`config.mk`:
```
export PLATFORM = sky130hd
export DESIGN_NAME = piso_serializer
export DESIGN_NICKNAME = d
export VERILOG_FILES = /design/src/rtl/piso_pkg.sv /design/src/rtl/piso_serializer.sv
export SDC_FILE = /design/constraint.sdc
export NUM_CORES = 1
export LEC_CHECK = 0
export BUFFER_PORTS_ARGS = -buffer_cell sky130_fd_sc_hd__buf_2
export CAP_MARGIN = 20
export CORE_UTILIZATION = 56
export DETAILED_ROUTE_END_ITERATION = 10
export HOLD_SLACK_MARGIN = 0.05
export MAX_ROUTING_LAYER = met4
export PLACE_DENSITY = 0.86
export SETUP_SLACK_MARGIN = 0.15
export SKIP_CTS_REPAIR_TIMING = 1
export SYNTH_ARGS = -nofsm -noshare
export SYNTH_HDL_FRONTEND = slang
export SYNTH_SLANG_ARGS = --single-unit
```
`constraint.sdc`:
```
create_clock -name clk -period 3.4 [get_ports clk]
set_clock_uncertainty 0.2 [all_clocks]
set_input_delay 0.17 -clock clk [delete_from_list [all_inputs] [get_ports clk]]
set_output_delay 0.17 -clock clk [all_outputs]
set_load 0.05 [all_outputs]
```
`src/rtl/piso_pkg.sv`:
```
// Shared types and sizing helpers for the PISO serializer family.
package piso_pkg;

  typedef enum logic [1:0] {
    IDLE   = 2'd0,
    SHIFT  = 2'd1,
    PARITY = 2'd2
  } piso_state_t;

  // Bit-counter width for a frame of 'width' data bits (never below 1).
  function automatic int unsigned cnt_width(input int unsigned width);
    return (width > 2) ? $clog2(width) : 1;
  endfunction

endpackage : piso_pkg

```
`src/rtl/piso_serializer.sv`:
```
// Parallel-in/serial-out converter with load and bit valid/ready handshakes.
// Optional trailing even-parity bit per frame when PISO_PARITY_EN is defined.
module piso_serializer
  import piso_pkg::*;
#(
  parameter int unsigned WIDTH     = 8,
  parameter bit          MSB_FIRST = 1'b1
) (
  input  logic             clk,
  input  logic             clear_n,
  input  logic [WIDTH-1:0] din,
  input  logic             load_valid,
  output logic             load_ready,
  input  logic             ser_ready,
  output logic             out,
  output logic             out_valid,
  output logic             last
);

  localparam int unsigned       CNT_W    = cnt_width(WIDTH);
  localparam logic [CNT_W-1:0]  CNT_LOAD = CNT_W'(WIDTH - 1);

  piso_state_t      r_state;
  piso_state_t      w_state_nxt;
  logic [WIDTH-1:0] r_shift;
  logic [WIDTH-1:0] w_shift_nxt;
  logic [CNT_W-1:0] r_cnt;
  logic [CNT_W-1:0] w_cnt_nxt;
`ifdef PISO_PARITY_EN
  logic             r_par;
  logic             w_par_nxt;
`endif

  logic             w_head;
  logic [WIDTH-1:0] w_shift_adv;
  logic             w_final;
  logic             w_bit_hs;
  logic             w_load_hs;

  // Output end of the register and its one-position advance toward it.
  assign w_head      = MSB_FIRST ? r_shift[WIDTH-1] : r_shift[0];
  assign w_shift_adv = MSB_FIRST ? {r_shift[WIDTH-2:0], 1'b0}
                                 : {1'b0, r_shift[WIDTH-1:1]};

  // State, shift register, counter (and parity) registers.
  always_ff @(posedge clk or negedge clear_n) begin
    if (!clear_n) begin
      r_state <= IDLE;
      r_shift <= '0;
      r_cnt   <= '0;
`ifdef PISO_PARITY_EN
      r_par   <= 1'b0;
`endif
    end else begin
      r_state <= w_state_nxt;
      r_shift <= w_shift_nxt;
      r_cnt   <= w_cnt_nxt;
`ifdef PISO_PARITY_EN
      r_par   <= w_par_nxt;
`endif
    end
  end

  // Output decode, handshakes and next-state logic.
  always_comb begin
    out         = 1'b0;
    out_valid   = 1'b0;
    last        = 1'b0;
    w_final     = 1'b0;
    w_state_nxt = r_state;
    w_shift_nxt = r_shift;
    w_cnt_nxt   = r_cnt;
`ifdef PISO_PARITY_EN
    w_par_nxt   = r_par;
`endif

    case (r_state)
      SHIFT: begin
        out_valid = 1'b1;
        out       = w_head;
`ifndef PISO_PARITY_EN
        if (r_cnt == '0) begin
          last    = 1'b1;
          w_final = 1'b1;
        end
`endif
      end
`ifdef PISO_PARITY_EN
      PARITY: begin
        out_valid = 1'b1;
        out       = r_par;
        last      = 1'b1;
        w_final   = 1'b1;
      end
`endif
      default: ;
    endcase

    load_ready = (r_state == IDLE) || (w_final && ser_ready);
    w_bit_hs   = out_valid && ser_ready;
    w_load_hs  = load_valid && load_ready;

    if (w_load_hs) begin
      // A load on the final bit doubles as that bit's handshake.
      w_state_nxt = SHIFT;
      w_shift_nxt = din;
      w_cnt_nxt   = CNT_LOAD;
`ifdef PISO_PARITY_EN
      w_par_nxt   = ^din;
`endif
    end else if (w_bit_hs) begin
      case (r_state)
        SHIFT: begin
          w_shift_nxt = w_shift_adv;
          if (r_cnt == '0) begin
`ifdef PISO_PARITY_EN
            w_state_nxt = PARITY;
`else
            w_state_nxt = IDLE;
            w_shift_nxt = '0;
`endif
          end else begin
            w_cnt_nxt = r_cnt - CNT_W'(1);
          end
        end
`ifdef PISO_PARITY_EN
        PARITY: begin
          w_state_nxt = IDLE;
          w_shift_nxt = '0;
        end
`endif
        default: w_state_nxt = IDLE;
      endcase
    end
  end

endmodule : piso_serializer
```
== After elaboration in Yosys (flattened, before gate mapping) ==
Index checks and enable logic that the tools add are counted.

* Logic and storage cells: 34
* Register bits after elaboration: 13
* Bits of input ports: 12
* Output and inout port bits: 4

* Reductions and logical operators: 11
* Equality and inequality tests: 3
* Mux-type cells: 16
* $add $sub $neg: 1

{| class="wikitable"
|+ Operators with widths
! kind !! count
|-
| $mux 8 || 4
|-
| $mux 3 || 4
|-
| $mux 2 || 4
|-
| $mux 1 || 4
|-
| $reduce_and 2->1 || 2
|-
| $reduce_bool 2->1 || 2
|-
| $logic_and 1x1->1 || 3
|-
| $logic_not 3->1 || 1
|-
| $ne 3x3->1 const B || 1
|-
| $reduce_and 3->1 || 1
|-
| $sub 3x1->3 const B || 1
|-
| $eq 2x1->1 const B || 1
|-
| $logic_not 2->1 || 1
|-
| $ne 2x2->1 const B || 1
|-
| $logic_or 1x1->1 || 1
|}

== Depth between registers and ports, before layout ==
Gate-level depths: netlist of the first run.

* Depth after elaboration: 8
* Mapped depth: 7
* Mapped depth without buffers: 6

== Worst setup path after synthesis of the first run ==
Ideal clock, no wire load.

* Path type: register to register
* Start point: reg r_cnt[0]
* End point: reg r_state[0]
* Clock period less this slack: 1.737 ns
* Arrival: 1.459 ns
* Path slack: 1.663 ns
* Stages on the path, launching flop included: 8
* Cells stage by stage: dfrtp_1 inv_1 ha_1 ha_1 buf_6 nand2_1 nand2_1 nand2b_1

* Word-level cells in the longest chain between the ends: 8

{| class="wikitable"
|+ RTL lines
! element !! line !! source
|-
| start: declaration || piso_serializer.sv:27 || <nowiki>logic [CNT_W-1:0] r_cnt;</nowiki>
|-
| start signal: assignment || piso_serializer.sv:57 || <nowiki>r_cnt <= w_cnt_nxt;</nowiki>
|-
| $logic_not 3->1 * || piso_serializer.sv:82 || <nowiki>if (r_cnt == '0) begin</nowiki>
|-
| $mux 1 * || piso_serializer.sv:82 ||
|-
| $mux 1 * || piso_serializer.sv:77 || <nowiki>case (r_state)</nowiki>
|-
| $logic_and 1x1->1 * || piso_serializer.sv:99 || <nowiki>load_ready = (r_state == IDLE) || (w_final && ser_ready);</nowiki>
|-
| $logic_or 1x1->1 * || piso_serializer.sv:99 ||
|-
| named net load_ready || piso_serializer.sv:13 || <nowiki>output logic load_ready,</nowiki>
|-
| $logic_and 1x1->1 * || piso_serializer.sv:101 || <nowiki>w_load_hs = load_valid && load_ready;</nowiki>
|-
| $ne 3x3->1 (no source line) / $reduce_bool 2->1 (equally long branches) || -- ||
|-
| $reduce_and 2->1 (no source line) || -- ||
|-
| end signal: assignment || piso_serializer.sv:55 || <nowiki>r_state <= w_state_nxt;</nowiki>
|-
| end: declaration || piso_serializer.sv:23 || <nowiki>piso_state_t r_state;</nowiki>
|}

The timed path passes the listed nets; every way through them passes the cells marked *.
A chain may end at the register's enable or synchronous reset.

== Worst setup path in the final report of the first run ==
* Start point: reg r_cnt[0]
* End point: out load_ready

* Word-level cells in the longest chain between the ends: 5

{| class="wikitable"
|+ RTL lines
! element !! line
|-
| $logic_not 3->1 || piso_serializer.sv:82
|-
| $mux 1 || piso_serializer.sv:82
|-
| $mux 1 || piso_serializer.sv:77
|-
| $logic_and 1x1->1 || piso_serializer.sv:99
|-
| $logic_or 1x1->1 || piso_serializer.sv:99
|-
| end: declaration || piso_serializer.sv:13
|}

No other way between the ends.

==> results of run 1 <==
per-layer routing:
metal / track usage [%] / share of wire [%] / wire length, um / vias to the layer above
li1: - / - / - / 325
met1: 29.33 / 45 / 679 / 324
met2: 36.07 / 48 / 722 / 19
met3: 8.523 / 6.1 / 92 / 2
met4: 2.586 / 0.66 / 10 / 0
met5: - / 0 / 0 / -
sequential cells by signal (all words and copies together) (netlist names):
signal and cells:
r_shift 8, r_cnt 3, r_state 1
cell families (layout without fill, tap and decap cells):
group / after synthesis / count (layout) / share of synthesized area [%]
AO/OA/AOI/OAI: 22 / 22 / 23.10
adder cells (fa/ha/maj): 2 / 2 / 3.164
buffers and inverters: 10 / 28 / 9.334
flip-flops: 12 / 12 / 37.97
multiplexers: 8 / 8 / 10.13
AND/OR/NAND/NOR: 25 / 25 / 16.30
layout by cell type (no fill, tap or decap):
cell           Yosys  final
a21o_1             2      2
a21oi_1            7      7
a2bb2oi_1          2      2
a2bb2oi_2          1      1
and2_1             2      2
and2b_2            1      1
and3_1             7      7
buf_2              2     15
clkbuf_4           0      3
clkbuf_8           0      1
dfrtp_1           12     12
dlygate4sd3_1      0      5
ha_1               2      2
inv_1              3      3
inv_2              1      1
mux2i_1            8      8
nand2_1           11     11
nand2b_1           1      1
nand4_1            1      1
nor2_1             1      1
nor2b_1            1      1
o221ai_1           6      6
o221ai_2           2      2
o2bb2ai_1          2      2
layout make-up:
cell class	count	area, um2
clock buffers	4	36.28
fillers	94	389.1
inverters	4	15.01
multi-input cells	57	416.7
flip-flops and latches	12	300.3
well taps	15	18.77
repair buffers	20	125.1
synth_stat cells:
cell type / number / area share [%]
and3_1: 7 / 5.5
a21o_1: 2 / 1.9
a2bb2oi_2: 1 / 1.9
nor2b_1: 1 / 0.79
nor2_1: 1 / 0.47
a2bb2oi_1: 2 / 2.2
inv_2: 1 / 0.47
dfrtp_1: 12 / 38
inv_1: 3 / 1.4
nand4_1: 1 / 0.79
buf_8: 1 / 1.9
nand2b_1: 1 / 0.79
mux2i_1: 8 / 10
ha_1: 2 / 3.2
and2b_2: 1 / 1.1
nand2_1: 11 / 5.2
buf_2: 2 / 1.3
o2bb2ai_1: 2 / 2.2
a21oi_1: 7 / 4.4
buf_6: 3 / 4.3
and2_1: 2 / 1.6
o221ai_1: 6 / 6.6
o221ai_2: 2 / 3.8
where the power goes:
part	switching [mW]	internal, mW	leakage, nW	total, mW
clock	0.0457	0.0650	0.0210	0.111
sequential	0.0445	0.191	0.151	0.235
combinational	0.113	0.105	0.294	0.218
total	0.203	0.361	0.466	0.564
how the worst min path moves through the flow:
| stage | startpoint | endpoint | slack [ns] |
|---|---|---|---|
| global placement | clear_n | r_cnt[2]$_DFFE_PN0P_ | -0.14 |
| detailed placement | clear_n | r_cnt[2]$_DFFE_PN0P_ | -0.14 |
| global route | din[5] | r_shift[5]$_DFFE_PN0P_ | 0.07 |
| CTS | clear_n | r_cnt[1]$_DFFE_PN0P_ | -0.44 |
| finish | din[5] | r_shift[5]$_DFFE_PN0P_ | 0.05 |
| floorplan | clear_n | r_cnt[0]$_DFFE_PN0P_ | -0.33 |
worst register-to-register path, delay by kind of cell, from the launching register on:
kind / cells / cell delay, ns
AOI/OAI and AO/OA: 1 / 0.08
adders and majority gates: 2 / 0.49
buffers and inverters: 2 / 0.64
DFF: 1 / 0.40
and+or+nand+nor: 1 / 0.13
==> reports/qor.csv, run 1 <==
stage,metric,value,unit
placement,dpl-instance-area,825.8,um2
drt,drc,0,
sta,rsz0062_at_grt,no,
cells_and_area,final_util,70.10,%
synthesis,netlist_instances,79,
power_and_ir_drop,leakagePower,0.4657,nW
drt,vias_per_cell,5.982,
cells_and_area,area_growth,15.35,%
sta,fin_setup_tns,0,ns
synthesis,netlist-cell-type-count,23,
critical_path,critPathLaunchType,flop,
drt,first_iter_violations,21,
flow_run,cap_violations,0,
critical_path,critPathSlowestCell,dfrtp_1,
cts,clock_latency,0.27,ns
cells_and_area,antennaDiodeCount,0,
sta,final_min_period_over_clock_period,61.03,%
floorplan,rows,13,
sta,fmax,482.0,MHz
cts,max-clock-path-buffers,2,
global_route,grt_overflow,0,
sta,hold_violations,0,
drt,wl,1504,um
global_route,first_global_vias,558,
floorplan,chipWidth,39.58,um
critical_path,path_max_fanout,12,
drt,drt_first_pass_iters,4,
global_route,antenna_found_initial,0,
cts,cts_tree,built,
synthesis,ys_warn_count,0,
placement,port_buffers,15,
placement,dp_cells,103,
floorplan,die_area,1566,um2
floorplan,die_h,39.58,um
drt,drt.antenna.violating_nets,0,
cells_and_area,finalNonFillerCells,112,
floorplan,start_util,60.77,%
cells_and_area,final_cell_area,912.1,um2
hold_path,hold_path_depth,3,
critical_path,path_buf_inv,2,
placement,globalplace.congestion,0.7994,
global_route,grt_max_degree,20,
global_route,grt_pass1_wl,2359,um
sta,setup_violations,0,
synthesis,seq_area_frac_synth,37.97,%
synthesis,synth-seq-cells,12,
power_and_ir_drop,ir_drop,0.3637,mV
synthesis,synth_fp_nets,93,
critical_path,rr_worst_depth,6,
sta,slew_headroom,59.71,%
global_route,grt_use_total,23.08,%
hold_path,min_path_type,input port to flop,
cts,cts_root_buffer,clkbuf_4,
cells_and_area,drive_gt1_share,24.74,%
floorplan,top_level_ports,16,
critical_path,worstSetupEndpoint,load_ready,
cells_and_area,nets,112,
sta,worst_slack,1.325,ns
critical_path,critical_path.startpoint,r_cnt[0]$_DFFE_PN0P_,
drt,vias,670,
critical_path,timing.rr.start,r_cnt[0]$_DFFE_PN0P_,
floorplan,core,1301,um2
critical_path,slowest_delay,0.41,ns
placement,dp_hpwl,1076,um
outcome,status,"finished, final reports clean",
power_and_ir_drop,total_power,0.5642,mW
synthesis,syn_avg_cell_area,10.01,um2
critical_path,reg2reg_slack,1.35,ns
cts,htree_levels,1,
sta,worst_pin_slew,0.6044,ns
critical_path,endpoint_kind,primary output,
sta,holdWs,0.04766,ns
sta,finalCriticalPeriod,2.075,ns
drt,wire_per_inst,13.43,um
synthesis,syn_area,790.8,um2
critical_path,path_cells,"inv_1, ha_1, ha_1, nand2_1, nand2_1, buf_2",
cts,cts_num_sinks,12,
cts,cts_made_buffers,3,
critical_path,crit_type,flop to primary output,
critical_path,reg2reg_to,r_shift[0]$_DFFE_PN0P_,
placement,dp_slack,1.620,ns
critical_path,cp_data_arrival_time,1.70,ns
sta,finalMaxSlewViolations,0,
critical_path,critPathTopFamily,adder cells,
critical_path,required,3.03,ns
critical_path,cp.depth,6,
power_and_ir_drop,powerDensity,618.5,nW/um2
cts,clkTransAtPathRegs,0.07,ns
Note: power is estimated with default switching activity, not from simulation.
==> inputs of run 2 (changes only) <==
--- a/config.mk
+++ b/config.mk
@@ -7,11 +7,11 @@
 export LEC_CHECK = 0
 export BUFFER_PORTS_ARGS = -buffer_cell sky130_fd_sc_hd__buf_2
 export CAP_MARGIN = 20
-export CORE_UTILIZATION = 56
+export CORE_UTILIZATION = 52
 export DETAILED_ROUTE_END_ITERATION = 10
 export HOLD_SLACK_MARGIN = 0.05
 export MAX_ROUTING_LAYER = met4
-export PLACE_DENSITY = 0.86
+export PLACE_DENSITY = 0.81
 export SETUP_SLACK_MARGIN = 0.15
 export SKIP_CTS_REPAIR_TIMING = 1
 export SYNTH_ARGS = -nofsm -noshare
==> constraint.sdc (replaced) <==
create_clock -name clk -period 2.1 [get_ports clk]
set_clock_uncertainty 0.2 [all_clocks]
set_input_delay 0.105 -clock clk [delete_from_list [all_inputs] [get_ports clk]]
set_output_delay 0.105 -clock clk [all_outputs]
set_load 0.05 [all_outputs]
==> run 2 against run 1 <==
Clock power increased by 71%; via count decreased by 0.60%; utilization increased by 3.0 points; die area increased by 7.3%; sequential cell count unchanged; register-to-register slack got worse by 0.92 ns; setup slack got worse by 1.1 ns; clock-buffer cell count unchanged; critical path depth unchanged; sequential power increased by 61%; highest routed layer unchanged.
==> reports/qor.csv, run 2 (same netlist as run 1, synthesis figures left out) <==
stage,metric,value,unit,change
global_route,grt_overflow,0,,unchanged
critical_path,critPathLaunchType,flop,,unchanged
critical_path,path_max_fanout,12,,unchanged
critical_path,path_buf_inv,2,,unchanged
critical_path,endpoint_kind,primary output,,unchanged
cells_and_area,seq_area,300.3,um2,unchanged
cells_and_area,n_fill_cell,97,,was 94
placement,globalplace.congestion,0.7196,,was 0.7994
floorplan,core,1350,um2,was 1301 um2
floorplan,die_h,41.00,um,was 39.58 um
sta,fmax,544.5,MHz,
global_route,grt_max_degree,19,,was 20
sta,setup_violations,0,,unchanged
cells_and_area,final_cell_mix,"buf_2 (13), dfrtp_1 (12), nand2_1 (11)",,"was buf_2 (15), dfrtp_1 (12), nand2_1 (11)"
global_route,antenna_found_initial,0,,unchanged
drt,first_iter_violations,21,,unchanged
sta,hold_violations,0,,unchanged
floorplan,top_level_ports,16,,unchanged
drt,wire_per_inst,13.89,um,was 13.43 um
sta,final_min_period_over_clock_period,87.45,%,
critical_path,timing.rr.start,r_cnt[0]$_DFFE_PN0P_,,unchanged
sta,fin_setup_tns,0,ns,unchanged
cells_and_area,reg_top3,"r_shift (8), r_cnt (3), r_state (1)",,unchanged
outcome,status,"finished, final reports clean",,unchanged
flow_run,cap_violations,0,,unchanged
cts,cts_num_sinks,12,,unchanged
drt,drt.antenna.violating_nets,0,,unchanged
critical_path,slowest_delay,0.42,ns,was 0.41 ns
cts,clkTransAtPathRegs,0.08,ns,was 0.07 ns
cells_and_area,drive_gt1_share,25.24,%,was 24.74%
sta,slew_headroom,75.10,%,was 59.71%
cts,cts_tree,built,,unchanged
critical_path,crit_type,flop to primary output,,unchanged
cells_and_area,nets,118,,was 112
placement,port_buffers,15,,unchanged
drt,vias,666,,was 670
floorplan,die_area,1681,um2,was 1566 um2
power_and_ir_drop,powerDensity,968.4,nW/um2,was 618.5 nW/um2
drt,wl,1639,um,was 1504 um
hold_path,min_path_type,input port to asynchronous set/reset pin,,was input port to flop
cts,cts_root_buffer,clkbuf_4,,unchanged
power_and_ir_drop,leakagePower,0.4854,nW,was 0.4657 nW
cts,htree_levels,1,,unchanged
sta,worst_pin_slew,0.3735,ns,was 0.6044 ns
cts,clock_latency,0.27,ns,about the same
cells_and_area,final_cell_area,987.2,um2,was 912.1 um2
global_route,first_global_vias,521,,was 558
critical_path,cp_data_arrival_time,1.53,ns,was 1.70 ns
cts,max-clock-path-buffers,2,,unchanged
critical_path,critPathTopFamily,flip-flops,,was adder cells
placement,dp_hpwl,1118,um,was 1076 um
sta,finalCriticalPeriod,1.836,ns,
critical_path,reg2reg_to,r_cnt[1]$_DFFE_PN0P_,,was r_shift[0]$_DFFE_PN0P_
drt,drt_first_pass_iters,4,,unchanged
floorplan,start_util,58.57,%,was 60.77%
cells_and_area,area_growth,24.84,%,was 15.35%
sta,finalMaxSlewViolations,0,,unchanged
drt,vias_per_cell,5.644,,was 5.982
placement,dpl-instance-area,833.3,um2,was 825.8 um2
global_route,grt_pass1_wl,2318,um,was 2359 um
critical_path,path_cells,"inv_1, ha_1, ha_4, nand2_1, nand2_1, clkbuf_4",,"was inv_1, ha_1, ha_1, nand2_1, nand2_1, buf_2"
cells_and_area,top_register,r_shift,,unchanged
power_and_ir_drop,ir_drop,0.5571,mV,was 0.3637 mV
critical_path,critPathSlowestCell,dfrtp_1,,unchanged
critical_path,required,1.79,ns,was 3.03 ns
cells_and_area,largest_reg_flops,8,,unchanged
floorplan,chipWidth,41.00,um,was 39.58 um
floorplan,rows,13,,unchanged
critical_path,reg2reg_slack,0.43,ns,was 1.35 ns
critical_path,rr_worst_depth,6,,unchanged
sta,rsz0062_at_grt,no,,unchanged
critical_path,cpMostUsedCell,nand2_1,,
cells_and_area,antennaDiodeCount,0,,unchanged
cells_and_area,multi_input_area,429.2,um2,was 416.7 um2
global_route,grt_use_total,22.57,%,was 23.08%
drt,drc,0,,unchanged
cells_and_area,final_common_cell,buf_2,,unchanged
cts,cts_made_buffers,3,,unchanged
-- run 2: cell count changes in the layout (fill, tap and decap cells not counted), sizes merged --
cell,delta
buf,-1
dlygate4sd3,+5
clkbuf,+2
-- run 2: per-stage QoR --
stage	cells	power, mW	worst slack, ns	hold WS [ns]	utilization [%]
floorplan	79	0.6652	0.3628	-0.3906	-
global placement	104	0.7196	0.3738	-0.2005	61.72
detailed placement	104	0.7382	0.3110	-0.2026	61.72
CTS	108	0.9301	0.09368	-0.5090	64.41
global route	118	1.028	0.1660	0.07457	73.12
finish	118	0.9560	0.2636	0.02411	73.12
-- run 2: worst max path at each step --
stage / endpoint / startpoint / cells past startpoint / slack, ns
global placement: r_cnt[1]$_DFFE_PN0P_ / r_cnt[0]$_DFFE_PN0P_ / 6 / 0.37
CTS: load_ready / r_cnt[0]$_DFFE_PN0P_ / 6 / 0.09
detailed placement: r_cnt[1]$_DFFE_PN0P_ / r_cnt[0]$_DFFE_PN0P_ / 6 / 0.31
floorplan: r_state[0]$_DFFE_PN0P_ / r_cnt[0]$_DFFE_PN0P_ / 7 / 0.36
finish: load_ready / r_cnt[0]$_DFFE_PN0P_ / 6 / 0.26
global route: load_ready / r_cnt[0]$_DFFE_PN0P_ / 6 / 0.17
-- run 2: area by class of cell --
| class | instances | area share [%] |
|---|---|---|
| multi-input combinational | 57 | 43.47 |
| sequential | 12 | 30.42 |
| timing repair buffer | 26 | 19.01 |
| clock buffer | 4 | 3.676 |
| tap | 15 | 1.901 |
| inverter | 4 | 1.521 |
-- run 2: routing by layer --
metal	part of all wire [%]	track usage [%]	vias up
met5	0	-	-
met4	0.79	10.00	0
met3	3.8	6.522	2
met2	45	30.47	14
met1	50	30.85	307
li1	-	-	343
-- run 2: worst register-to-register path: cells and delay by family, from the launching register on --
kind	cells	cell delay, ns
compound gates	2	0.37
fa+ha+maj	2	0.43
flops	1	0.40
buf+inv	2	0.19
-- run 2: report_power, final --
group	total (mW)	switching [mW]	internal [mW]	leakage, nW
clock network	0.190	0.0842	0.105	0.0210
logic	0.388	0.197	0.191	0.314
registers	0.378	0.0697	0.308	0.151
==> inputs of run 3 (changes only) <==
--- a/config.mk
+++ b/config.mk
@@ -5,7 +5,7 @@
 export SDC_FILE = /design/constraint.sdc
 export NUM_CORES = 1
 export LEC_CHECK = 0
-export BUFFER_PORTS_ARGS = -buffer_cell sky130_fd_sc_hd__buf_2
+export BUFFER_PORTS_ARGS = -buffer_cell sky130_fd_sc_hd__clkbuf_2
 export CAP_MARGIN = 20
 export CORE_UTILIZATION = 52
 export DETAILED_ROUTE_END_ITERATION = 10
==> run 3 against run 2 <==
Die area is the same; final area shrank 1.0%; sequential cell count is the same; hold slack gained 0.0047 ns; combinational power is essentially flat; setup slack lost 0.029 ns; sequential power grew 1%; global-route usage shrank 1.1 points; clock-buffer cell count is the same; via count grew 7.1%; largest power group unchanged.
==> reports/qor.csv, run 3 (same netlist as run 1, synthesis figures left out) <==
stage,metric,value,unit,change
outcome,status,"finished, final reports clean",,unchanged
cells_and_area,nets,117,,was 118
cts,clkTransAtPathRegs,0.08,ns,about the same
global_route,grt_use_total,21.45,%,was 22.57%
sta,worst_slack,0.2349,ns,was 0.2636 ns
critical_path,crit_type,flop to primary output,,unchanged
cells_and_area,reg_top3,"r_shift (8), r_cnt (3), r_state (1)",,unchanged
global_route,grt_pass1_wl,2297,um,was 2318 um
drt,vias,713,,was 666
sta,setup_violations,0,,unchanged
power_and_ir_drop,sw_frac_of_total,37.61,%,was 36.72%
placement,dpl-instance-area,825.8,um2,was 833.3 um2
power_and_ir_drop,power_frac_comb,40.4,%,was 40.6%
cts,max-clock-path-buffers,2,,unchanged
floorplan,die_h,41.00,um,unchanged
sta,finalMaxSlewViolations,0,,unchanged
cells_and_area,drive_gt1_share,24.51,%,was 25.24%
critical_path,required,1.79,ns,about the same
cells_and_area,n_fill_cell,94,,was 97
sta,finalCriticalPeriod,1.865,ns,was 1.836 ns
cts,htree_levels,1,,unchanged
drt,wire_per_inst,15.42,um,was 13.89 um
cells_and_area,finalNonFillerCells,117,,was 118
sta,slew_headroom,59.64,%,was 75.10%
floorplan,start_util,58.57,%,unchanged
cells_and_area,multi_input_area,429.2,um2,unchanged
sta,worst_pin_slew,0.6054,ns,was 0.3735 ns
cells_and_area,final_cell_mix,"clkbuf_2 (13), dfrtp_1 (12), nand2_1 (11)",,"was buf_2 (13), dfrtp_1 (12), nand2_1 (11)"
cells_and_area,largest_reg_flops,8,,unchanged
power_and_ir_drop,powerDensity,991.3,nW/um2,was 968.4 nW/um2
floorplan,chipWidth,41.00,um,unchanged
drt,wl,1804,um,was 1639 um
cts,cts_tree,built,,unchanged
power_and_ir_drop,power_frac_clock,20.1,%,was 19.8%
cts,clock_latency,0.28,ns,was 0.27 ns
power_and_ir_drop,power_frac_seq,39.5,%,about the same
drt,drt.antenna.violating_nets,0,,unchanged
power_and_ir_drop,ir_drop,0.5809,mV,was 0.5571 mV
cells_and_area,final_common_cell,clkbuf_2,,was buf_2
drt,drc,0,,unchanged
cts,cts_root_buffer,clkbuf_4,,unchanged
sta,hold_violations,0,,unchanged
critical_path,path_max_fanout,12,,unchanged
floorplan,die_area,1681,um2,unchanged
cells_and_area,seq_area,300.3,um2,unchanged
floorplan,top_level_ports,16,,unchanged
global_route,first_global_vias,510,,was 521
sta,holdWs,0.02883,ns,was 0.02411 ns
placement,dp_slack,0.3256,ns,was 0.3110 ns
cts,cts_num_sinks,12,,unchanged
sta,fin_setup_tns,0,ns,unchanged
cells_and_area,antennaDiodeCount,0,,unchanged
sta,final_min_period_over_clock_period,88.82,%,was 87.45%
power_and_ir_drop,leakagePower,0.4850,nW,was 0.4854 nW
power_and_ir_drop,p_sw,0.3643,mW,was 0.3511 mW
sta,fmax,536.2,MHz,was 544.5 MHz
critical_path,critPathLaunchType,flop,,unchanged
power_and_ir_drop,total_power,0.9687,mW,was 0.9560 mW
cells_and_area,area_growth,23.58,%,was 24.84%
global_route,grt_max_degree,20,,was 19
placement,port_buffers,15,,unchanged
cells_and_area,top_register,r_shift,,unchanged
critical_path,endpoint_kind,primary output,,unchanged
global_route,grt_overflow,0,,unchanged
drt,drt_first_pass_iters,4,,unchanged
hold_path,min_path_type,input port to asynchronous set/reset pin,,unchanged
sta,rsz0062_at_grt,no,,unchanged
drt,first_iter_violations,15,,was 21
placement,globalplace.congestion,0.7159,,was 0.7196
flow_run,cap_violations,0,,unchanged
placement,dp_cells,103,,was 104
global_route,antenna_found_initial,0,,unchanged
critical_path,cp_data_arrival_time,1.56,ns,was 1.53 ns
power_and_ir_drop,p_int,0.6044,mW,was 0.6050 mW
cells_and_area,final_util,72.38,%,was 73.12%
floorplan,rows,13,,unchanged
drt,vias_per_cell,6.094,,was 5.644
floorplan,core,1350,um2,unchanged
cts,cts_made_buffers,3,,unchanged
cells_and_area,final_cell_area,977.2,um2,was 987.2 um2
[run 3: metal layers]
metal	vias up	GRT usage (%)	wire, um
li1	342	-	-
met4	0	7.500	21
met2	25	31.25	881
met1	344	29.87	828
met5	-	-	0
met3	2	3.261	72
[run 3: worst paths after layout]
kind,from,end,slack (ns),cells after the start
max,r_cnt[0]$_DFFE_PN0P_,last,0.23,5
min,clear_n,r_shift[2]$_DFFE_PN0P_,0.03,2
max reg2reg,r_cnt[0]$_DFFE_PN0P_,r_cnt[1]$_DFFE_PN0P_,0.38,6
min reg2reg,r_shift[4]$_DFFE_PN0P_,r_shift[4]$_DFFE_PN0P_,0.32,2
max in group asynchronous,clear_n,r_cnt[1]$_DFFE_PN0P_,1.44,2
min in group clk,load_valid,r_state[0]$_DFFE_PN0P_,0.16,2
[run 3: power by group through the flow]
stage	clock, mW	sequential, mW	combinational, mW
final	0.195	0.383	0.391
after CTS	0.197	0.380	0.355
after global placement	0	0.381	0.336
after detailed placement	0	0.385	0.354
after global routing	0.203	0.391	0.428
after floorplan	0	0.365	0.300
[run 3: critical path: stages, from the launching register on]
cell	delay, ns
dfrtp_1	0.42
inv_1	0.07
ha_1	0.18
ha_4	0.20
and2_1	0.14
buf_2	0.26
[run 3: layout make-up]
| class | instances | share of cell area (%) |
|---|---|---|
| clock buffers | 4 | 3.713 |
| inverters | 4 | 1.536 |
| multi-input cells | 57 | 43.92 |
| flip-flops and latches | 12 | 30.73 |
| well taps | 15 | 1.921 |
| repair buffers | 25 | 18.18 |
